--- config.mk ---
export PLATFORM = sky130hd
export DESIGN_NAME = keylock_send_sequencer
export DESIGN_NICKNAME = d
export VERILOG_FILES = /design/src/rtl/keylock_send_sequencer.sv
export SDC_FILE = /design/constraint.sdc
export NUM_CORES = 1
export LEC_CHECK = 0
export ABC_AREA = 1
export CAP_MARGIN = 25
export CORE_MARGIN = 5
export CORE_UTILIZATION = 52
export CTS_CLUSTER_SIZE = 8
export DETAILED_ROUTE_END_ITERATION = 6
export GPL_TIMING_DRIVEN = 0
export HOLD_SLACK_MARGIN = 0.1
export PLACE_DENSITY = 0.82
export REMOVE_ABC_BUFFERS = 1
export SYNTH_ARGS = -nofsm -noshare
export SYNTH_HDL_FRONTEND = slang
export SYNTH_SLANG_ARGS = --single-unit
--- constraint.sdc ---
create_clock -name hwclk -period 1.93 [get_ports hwclk]
set_input_delay 0.386 -clock hwclk [delete_from_list [all_inputs] [get_ports hwclk]]
set_output_delay 0.386 -clock hwclk [all_outputs]
set_load 0.01 [all_outputs]
--- src/rtl/keylock_send_sequencer.sv ---
// keylock_send_sequencer
//
// Feeds a multi-digit key code, one 4-bit digit at a time, into the
// single-digit sender block. For each digit it raises snd_enabled, waits for
// the sender's active pulse to come and go, then keeps snd_enabled low for a
// fixed gap before the next digit. Digit 0 (code[3:0]) goes first.
//
// Optional feature macro: SEQ_TIMEOUT_EN
//   defined   - an ARM-state watchdog aborts the sequence and sets the
//               sticky err flag if the sender never raises active.
//   undefined - ARM waits indefinitely; err is tied low.
//
// Ports
//   hwclk       in   clock, rising edge
//   reset       in   asynchronous, active-high reset
//   start       in   begin a sequence (only looked at while idle)
//   code        in   4*DIGITS packed digits, digit i at [4i+3:4i]
//   len         in   digits to send, clamped to DIGITS
//   abort       in   cancel the running sequence
//   snd_active  in   sender active output
//   snd_num     out  digit presented to the sender
//   snd_enabled out  enable to the sender
//   busy        out  sequence in progress
//   done        out  one-cycle pulse on normal completion
//   err         out  sticky watchdog timeout flag
module keylock_send_sequencer #(
    parameter int DIGITS     = 4,
    parameter int GAP_CYCLES = 3,
    parameter int TIMEOUT    = 255
) (
    input  logic                  hwclk,
    input  logic                  reset,
    input  logic                  start,
    input  logic [4*DIGITS-1:0]   code,
    input  logic [2:0]            len,
    input  logic                  abort,
    input  logic                  snd_active,
    output logic [3:0]            snd_num,
    output logic                  snd_enabled,
    output logic                  busy,
    output logic                  done,
    output logic                  err
);

    localparam int GAP_W = (GAP_CYCLES > 1) ? $clog2(GAP_CYCLES) : 1;

    typedef enum logic [1:0] {S_IDLE, S_ARM, S_HOLD, S_GAP} state_t;

    state_t                state_q, state_d;
    logic [2:0]            idx_q, idx_d;
    logic [GAP_W-1:0]      gap_q, gap_d;
    logic [3:0]            num_q, num_d;
    logic                  en_q, en_d;
    logic                  busy_q, busy_d;
    logic                  done_q, done_d;
    logic [4*DIGITS-1:0]   code_q;
    logic [2:0]            len_q;
    logic                  latch;

`ifdef SEQ_TIMEOUT_EN
    logic [7:0]            wdog_q, wdog_d;
    logic                  err_q, err_d;
`endif

    function automatic logic [2:0] clamp_len(input logic [2:0] l);
        if (l > 3'(DIGITS))
            return 3'(DIGITS);
        return l;
    endfunction

    // Constant-index selection avoids a variable part-select whose index
    // width would not match the code vector.
    function automatic logic [3:0] digit_at(input logic [4*DIGITS-1:0] c,
                                            input logic [2:0] i);
        logic [3:0] r;
        r = '0;
        for (int k = 0; k < DIGITS; k++)
            if (i == 3'(k))
                r = c[4*k +: 4];
        return r;
    endfunction

    always_comb begin
        state_d = state_q;
        idx_d   = idx_q;
        gap_d   = gap_q;
        num_d   = num_q;
        en_d    = en_q;
        done_d  = 1'b0;
        latch   = 1'b0;
`ifdef SEQ_TIMEOUT_EN
        wdog_d  = wdog_q;
        err_d   = err_q;
`endif

        case (state_q)
            S_IDLE: begin
                if (start) begin
                    latch = 1'b1;
                    idx_d = '0;
`ifdef SEQ_TIMEOUT_EN
                    err_d  = 1'b0;
                    wdog_d = '0;
`endif
                    if (clamp_len(len) == 3'd0) begin
                        done_d = 1'b1;
                    end else begin
                        state_d = S_ARM;
                        en_d    = 1'b1;
                        num_d   = code[3:0];
                    end
                end
            end
            S_ARM: begin
                if (snd_active) begin
                    state_d = S_HOLD;
                end else begin
`ifdef SEQ_TIMEOUT_EN
                    if (wdog_q == 8'(TIMEOUT - 1)) begin
                        err_d   = 1'b1;
                        en_d    = 1'b0;
                        state_d = S_IDLE;
                    end else begin
                        wdog_d = wdog_q + 8'd1;
                    end
`endif
                end
            end
            S_HOLD: begin
                if (!snd_active) begin
                    state_d = S_GAP;
                    en_d    = 1'b0;
                    gap_d   = '0;
                end
            end
            S_GAP: begin
                if (gap_q == GAP_W'(GAP_CYCLES - 1)) begin
                    if (idx_q == len_q - 3'd1) begin
                        done_d  = 1'b1;
                        state_d = S_IDLE;
                    end else begin
                        idx_d   = idx_q + 3'd1;
                        num_d   = digit_at(code_q, idx_q + 3'd1);
                        en_d    = 1'b1;
                        state_d = S_ARM;
`ifdef SEQ_TIMEOUT_EN
                        wdog_d  = '0;
`endif
                    end
                end else begin
                    gap_d = gap_q + GAP_W'(1);
                end
            end
            default: state_d = S_IDLE;
        endcase

        // Abort wins over everything else, including a same-cycle timeout,
        // and leaves err as it was.
        if (abort && state_q != S_IDLE) begin
            state_d = S_IDLE;
            en_d    = 1'b0;
            done_d  = 1'b0;
`ifdef SEQ_TIMEOUT_EN
            err_d   = err_q;
`endif
        end

        busy_d = (state_d != S_IDLE);
    end

    always_ff @(posedge hwclk or posedge reset) begin
        if (reset) begin
            state_q <= S_IDLE;
            idx_q   <= '0;
            gap_q   <= '0;
            num_q   <= '0;
            en_q    <= 1'b0;
            busy_q  <= 1'b0;
            done_q  <= 1'b0;
        end else begin
            state_q <= state_d;
            idx_q   <= idx_d;
            gap_q   <= gap_d;
            num_q   <= num_d;
            en_q    <= en_d;
            busy_q  <= busy_d;
            done_q  <= done_d;
        end
    end

    // Latched code/len are pure data; they are only read while busy.
    always_ff @(posedge hwclk) begin
        if (latch) begin
            code_q <= code;
            len_q  <= clamp_len(len);
        end
    end

`ifdef SEQ_TIMEOUT_EN
    always_ff @(posedge hwclk or posedge reset) begin
        if (reset) begin
            wdog_q <= '0;
            err_q  <= 1'b0;
        end else begin
            wdog_q <= wdog_d;
            err_q  <= err_d;
        end
    end
    assign err = err_q;
`else
    assign err = 1'b0;
`endif

    assign snd_num     = num_q;
    assign snd_enabled = en_q;
    assign busy        = busy_q;
    assign done        = done_q;

endmodule

# == Word level (Yosys, flattened, before mapping) ==
# Cells that the tools add are included.
# Widths: inputs -> output; s select.
# totals
register_bits,33
output_inout_bits,8
elab_cells,93
# classes
addsub,3
order_cmp,1
eq_ne,19
n_mux,48
reduce_logical,13
# ops
op,n
$mux 4,8
$mux 3,8
$mux 1,18
$mux 2,8
$ne 3x3->1 const B,5
$ne 2x2->1 const B,6
$pmux 2 s4,1
$pmux 4 s2,1
$reduce_bool 2->1,4
$eq 2x2->1 const B,3
$eq 3x2->1 const B,2
$logic_not 3->1,2
$pmux 3 s2,1
$reduce_and 6->1,1
$reduce_and 5->1,1
$pmux 2 s2,1
$reduce_and 4->1,1
$reduce_bool 4->1,1
$add 3x1->3 const B,1
$eq 3x1->1 const B,1
$eq 3x3->1,1
$gt 3x3->1 const B,1
$pmux 1 s3,1
$reduce_and 3->1,1
6 further kinds,6

# == Logic depth before layout (Yosys ltp) ==
# Gate-level depths: netlist (run 1).
# logic_depth
depth_word,13
depth_mapped,12
depth_no_buf,12

# == Least setup slack after synthesis (run 1) ==
# No wires, ideal clock.
# synth_path
kind,reg-to-reg
start,reg idx_q[0]
end,reg num_q[0] (netlist: snd_num[0])
setup_ns,0.125
t_arrival_ns,1.584
required_ns,1.805
setup_slack_ns,0.221
stages_incl_launch_ff,10
n_path_buf,0
period_less_slack_ns,1.709
path_cell_list,dfrtp_1 ha_1 ha_1 inv_1 nand2_1 or2_2 nand3_1 nand2_1 o21ai_0 o21ai_1
# synth_between
elab_chain_cells,9
word_cells_on_any_way,15
# synth_lines
item,line_no,source
start: declaration,50,"logic [2:0] idx_q, idx_d;"
start signal: assignment,182,idx_q <= idx_d;
$add 3x1->3,143,"num_d = digit_at(code_q, idx_q + 3'd1);"
$logic_not 3->1,78,if (i == 3'(k))
$mux 4 (4 in series),78,
$mux 4,138,if (idx_q == len_q - 3'd1) begin
$mux 4,137,if (gap_q == GAP_W'(GAP_CYCLES - 1)) begin
$pmux 4 s2,96,case (state_q)
end signal: assignment,184,num_q <= num_d;
end: declaration,52,"logic [3:0] num_q, num_d;"
# Several ways; a longest one is shown, not always the timed one. The select of a mux whose other input is x is not followed.
# A chain may end at the register's enable or synchronous reset.

# == Final worst setup path (run 1) ==
# layout_path
start,reg idx_q[1]
end,reg num_q[0] (netlist: snd_num[0])
# Same word-level chain as after synthesis.

==> flow_metrics.tcl, run 1 <==
set metrics [dict create \
    min_period_over_period_pct 94.9 \
    cpPeakStageDelay_ns 0.43 \
    syn_to_final_growth_pct 25.1 \
    ys_ff_latch 33 \
    cts_inserted_buffers 5 \
    start_util_pct 53.9 \
    critical_path_class "reg -> reg" \
    fp-row-count 21 \
    path_max_fanout 8 \
    p_leak_nw 1.02 \
    clk_pin_slew_ns 0.10 \
    grt_pass1_wl_um 6170 \
    avgSynthCellArea_um2 8.73 \
    netlist_instances 206 \
    die_w_um 68.8 \
    rrSetupSlack_ns 0.1 \
    crit_required_ns 2.16 \
    critical_path_depth 9 \
    cts_tree "built" \
    reg2reg_from "idx_q[1]" \
    io_pins 32 \
    cp-start-kind "flip-flop" \
    antenna_found_initial 0 \
    cts_sinks 33 \
    yosysWarnings 0 \
    setup_violations 0 \
    ys_types 25 \
    hold_path.class "in -> async" \
    r2r_end "snd_num[0]" \
    grt_max_degree 20 \
    overflow 0 \
    io_buffers 30 \
    root_buffer "clkbuf_4" \
    slew_violations 0 \
    synth_seq_area_share_pct 51.2 \
    drt_wl_total_um 3560 \
    critical_path.startpoint "idx_q[1]" \
    dpl.cell_count 278 \
    crit_slowest_cell "dfrtp_2" \
    clk_latency_ns 0.34 \
    num_vias 1430 \
    skew_ns 0.00821 \
    reg2reg_depth 9 \
    cp-endpoint "snd_num[0]" \
    cts_max_path_buffers 2 \
    place_ws_ns -0.255 \
    nFillCells 296 \
    diodes 0 \
    gp_congestion 0.882 \
    crit_buf_inv 1 \
    wl_per_cell_um 12.3 \
    coreArea_mm2 0.00334 \
    fin_ws_ns 0.0981 \
    dp_hpwl_um 2640 \
    postRouteAntennaNets 0 \
    power_density_mw_per_mm2 1150 \
    cp-end-kind "flip-flop" \
    track_usage_pct 18.4 \
    slew_headroom_pct 64.8 \
    drt_iter0_markers 71 \
    cap_violations 0 \
    worstPathArrival_ns 2.07 \
    vias_per_cell 4.95 \
    die_y_um 68.8 \
    crit_chain "ha_1 > ha_1 > inv_4 > nand2_2 > or2_2 > nand3_1 > nand2_1 > o21ai_0 > o21ai_1" \
    hold_viol 0 \
    drive_gt1_share_pct 12.8 \
    drt_pass1_iterations 4 \
    fmax_ghz 0.546 \
    max_slew.worst_pin.slew_ns 0.527 \
    mostFrequentLayoutCell "nand2_1" \
    crit_top_cell "ha_1" \
    fin_nets 278 \
    post-route-min-period_ns 1.83 \
    ir_drop_uv 864 \
    grt_pass1_vias 1340 \
    outcome "complete, no violations" \
    synth_area_mm2 0.00180 \
    remaining_drc_errors 0 \
    critical_path.top_delay_family "simple AND/OR/NAND/NOR gates" \
    fin_cells 289 \
    final_cell_mix "48 x nand2_1, 30 x nand3_1, 30 x clkdlybuf4s50_1, 28 x inv_1, 19 x edfxtp_1" \
    die_area_mm2 0.00473 \
    h-tree-depth 2 \
]
cell type report:
type                            count  area [um^2]  area share (%)
Tap cell                           46         57.6            2.56
Timing Repair Buffer               34          330            14.7
Clock buffer                        5         37.5            1.67
Inverter                           36          141            6.28
Clock inverter                      2         35.0            1.56
Multi-Input combinational cell    133          726            32.3
Sequential cell                    33          922            41.0
report_power, final:
part / switching, mW / internal, mW
combinational: 0.608 / 0.420
clock: 0.229 / 0.263
sequential: 0.0880 / 0.974
synth_stat cells, drive strengths merged:
master | n | area share, %
edfxtp | 19 | 32
inv | 36 | 7.5
a21oi | 1 | 0.28
clkbuf | 1 | 0.21
nand3b | 1 | 0.42
conb | 1 | 0.21
nor3 | 1 | 0.56
nor2 | 8 | 1.8
o211ai | 2 | 0.83
buf | 3 | 0.97
o22ai | 1 | 0.35
nand3 | 30 | 8.4
nand2 | 50 | 11
o21ai | 17 | 4.9
dfrtp | 14 | 19
nand4 | 6 | 2.4
or2 | 4 | 1.4
ha | 11 | 7.7
logic make-up (layout without fill, tap and decap cells):
family / Yosys count / after routing / share of synthesized area (%)
compound gates: 21 / 21 / 6.40
fa+ha+maj: 11 / 11 / 7.65
flops: 33 / 33 / 51.2
simple gates: 100 / 100 / 25.8
buf+inv: 40 / 77 / 8.70
other cells: 1 / 1 / 0.209
per-stage QoR:
step	power [mW]	cell area [um^2]	utilization (%)	setup TNS (ns)	hold WS, ns
after global placement	2.06	2130	64.0	-0.860	0.471
after floorplan	1.74	1780	-	0	0.275
final	2.58	2250	67.4	0	0.369
after detailed placement	2.09	2130	64.0	-1.03	0.475
after global routing	2.82	2250	67.4	-0.0490	0.399
after CTS	2.59	2220	66.5	0	0.375
per-layer routing:
| metal | track usage [%] | share of wire [%] |
|---|---|---|
| met1 | 24.1 | 45 |
| met2 | 27.4 | 50 |
| met3 | 4.86 | 4.4 |
| met4 | 10.2 | 0.96 |
| met5 | 0 | 0 |
flip-flops by register name, indices dropped and copies added, names as in the netlist:
signal       flops
busy             1
state_q          2
gap_q            2
snd_num          4
snd_enabled      1
len_q            3
done             1
idx_q            3
code_q          16
repair_timing:
item                                    4_1_cts  5_1_grt
endpoints found under the setup margin        4       23
hold buffers                                  0        0
resized for setup                             3        3
setup buffers                                 1        3
worst register-to-register path, cell delays in order (launching register included):
cell and delay [ns]:
dfrtp_2 0.43, ha_1 0.19, ha_1 0.31, inv_4 0.11
nand2_2 0.11, or2_2 0.29, nand3_1 0.09, nand2_1 0.05
o21ai_0 0.09, o21ai_1 0.08
worst min path at each step:
stage / end / slack [ns]
global route: busy / 0.40
global placement: snd_enabled / 0.47
floorplan: busy / 0.28
CTS: snd_num[0] / 0.37
detailed placement: snd_enabled / 0.47
finish: snd_num[0] / 0.37
Power figures use the tool's default switching activity.
==> inputs of run 2 (changes only) <==
Settings changed: CORE_UTILIZATION 52 to 24, PLACE_DENSITY 0.82 to 0.46.
==> run 2 against run 1 <==
Clock power increased by 63%. Clock skew increased by 0.0010 ns. Flip-flop and latch count unchanged. Combinational power about the same. Critical path depth unchanged. Setup slack improved by 0.015 ns. Utilization decreased by 34 points. Critical path type unchanged. Largest power group unchanged.
==> flow_metrics.tcl, run 2 (synthesis gave the netlist of run 1 again) <==
set metrics [dict create \
    hold_path.class "in -> async" \
    p_leak_nw 1.05 \
    reg2reg_depth 9 \
    rrSetupSlack_ns 0.11 \
    wl_met1_um 1880 \
    final_cell_mix "47 x nand2_1, 30 x nand3_1, 30 x clkdlybuf4s50_1, 28 x inv_1, 19 x edfxtp_1" \
    worstPathArrival_ns 2.00 \
    whs_ns 0.438 \
    h-tree-depth 2 \
    drive_gt1_share_pct 14.6 \
    fin_cells 345 \
    fmax_ghz 0.550 \
    postRouteAntennaNets 0 \
    slew_violations 0 \
    post-route-min-period_ns 1.82 \
    cpPeakStageDelay_ns 0.41 \
    syn_to_final_growth_pct 33.9 \
    cp-start-kind "flip-flop" \
    largest_reg_flops 16 \
    io_pins 32 \
    hold_viol 0 \
    overflow 0 \
    drt_iter0_markers 75 \
    r2r_end "snd_num[3]" \
    start_util_pct 24.7 \
    gp_congestion 0.759 \
    min_period_over_period_pct 94.2 \
    track_usage_pct 9.39 \
    wl_met3_um 158 \
    dpl.cell_count 331 \
    setup_violations 0 \
    critical_path_depth 9 \
    io_buffers 30 \
    crit_required_ns 2.11 \
    cap_violations 0 \
    diodes 0 \
    root_buffer "clkbuf_8" \
    antenna_found_initial 0 \
    critical_path_class "reg -> reg" \
    clk_pin_slew_ns 0.08 \
    drt_pass1_iterations 4 \
    max_slew.worst_pin.slew_ns 0.550 \
    met2_length_um 1850 \
    critical_path.startpoint "idx_q[0]" \
    cts_hold_buffers 0 \
    die_w_um 96.6 \
    cp-endpoint "snd_num[3]" \
    coreArea_mm2 0.00729 \
    power_density_mw_per_mm2 1210 \
    fp-row-count 31 \
    die_area_mm2 0.00932 \
    top_register "code_q" \
    die_y_um 96.6 \
    fin_nets 280 \
    wl_per_cell_um 11.5 \
    cts_inserted_buffers 5 \
    path_max_fanout 9 \
    clk_latency_ns 0.29 \
    cts_tree "built" \
    skew_ns 0.00924 \
    cts_max_path_buffers 2 \
    outcome "complete, no violations" \
    rsz0062_at_grt "false" \
    slew_headroom_pct 63.3 \
    critical_path.top_delay_family "adder cells" \
    grt_pass1_vias 1511 \
    grt_pass1_wl_um 6720 \
    crit_slowest_cell "dfrtp_2" \
    crit_buf_inv 1 \
    reg2reg_from "idx_q[0]" \
    fin_setup_tns_ns 0 \
    ir_drop_uv 477 \
    num_vias 1452 \
    cp-end-kind "flip-flop" \
    vias_per_cell 4.21 \
    remaining_drc_errors 0 \
    cts_sinks 33 \
    dp_hpwl_um 2990 \
    placed_cell_area_mm2 0.00220 \
    crit_chain "ha_1 > ha_1 > clkinv_4 > nand2_4 > or2_2 > nand3_1 > nand2_1 > o21ai_1 > o21ai_1" \
    dr.max_layer_used "met4" \
    grt_max_degree 20 \
    mostFrequentLayoutCell "nand2_1" \
    p_total_mw 2.90 \
    drt_wl_total_um 3970 \
    final_area_mm2 0.00241 \
]
## run 2: final cells by class
class / count / area, um^2
inverters: 36 / 144
repair buffers: 36 / 345
multi-input cells: 133 / 733
clock buffers: 5 / 68.8
clock inverters: 3 / 68.8
well taps: 99 / 124
fillers: 797 / 4880
flip-flops and latches: 33 / 923
## run 2: per-stage QoR
stage	utilization, %	worst slack (ns)
after global routing	33.0	0.00326
final	33.0	0.113
after CTS	32.4	0.0169
after detailed placement	30.2	-0.308
after floorplan	-	0.0361
after global placement	30.2	-0.314
## run 2: where the power goes
| group | switching, mW | leakage (nW) | internal (mW) |
|---|---|---|---|
| logic | 0.623 | 0.624 | 0.421 |
| registers | 0.0842 | 0.359 | 0.975 |
| clock network | 0.282 | 0.0687 | 0.520 |
## run 2: worst min-delay path by stage
stage	to	depth (start not counted)	slack, ns	from
after floorplan	busy	1	0.28	reset
after global placement	gap_q[1]	2	0.48	gap_q[1]
after detailed placement	snd_num[2]	2	0.48	snd_num[2]
after CTS	snd_num[3]	2	0.47	reset
after global routing	gap_q[0]	1	0.51	gap_q[0]
final	snd_num[0]	2	0.44	reset
## run 2: per-layer routing
layer | track usage (%) | vias to the layer above
met2 | 14.7 | 29
met1 | 12.1 | 663
met5 | 0 | -
li1 | - | 754
met4 | 4.09 | 0
met3 | 2.56 | 6
## run 2: repair_timing
action                                  4_1_cts  5_1_grt
endpoints found under the setup margin       23        5
gates resized for setup                       6        5
cloned                                        0        0
setup buffers                                 1        5
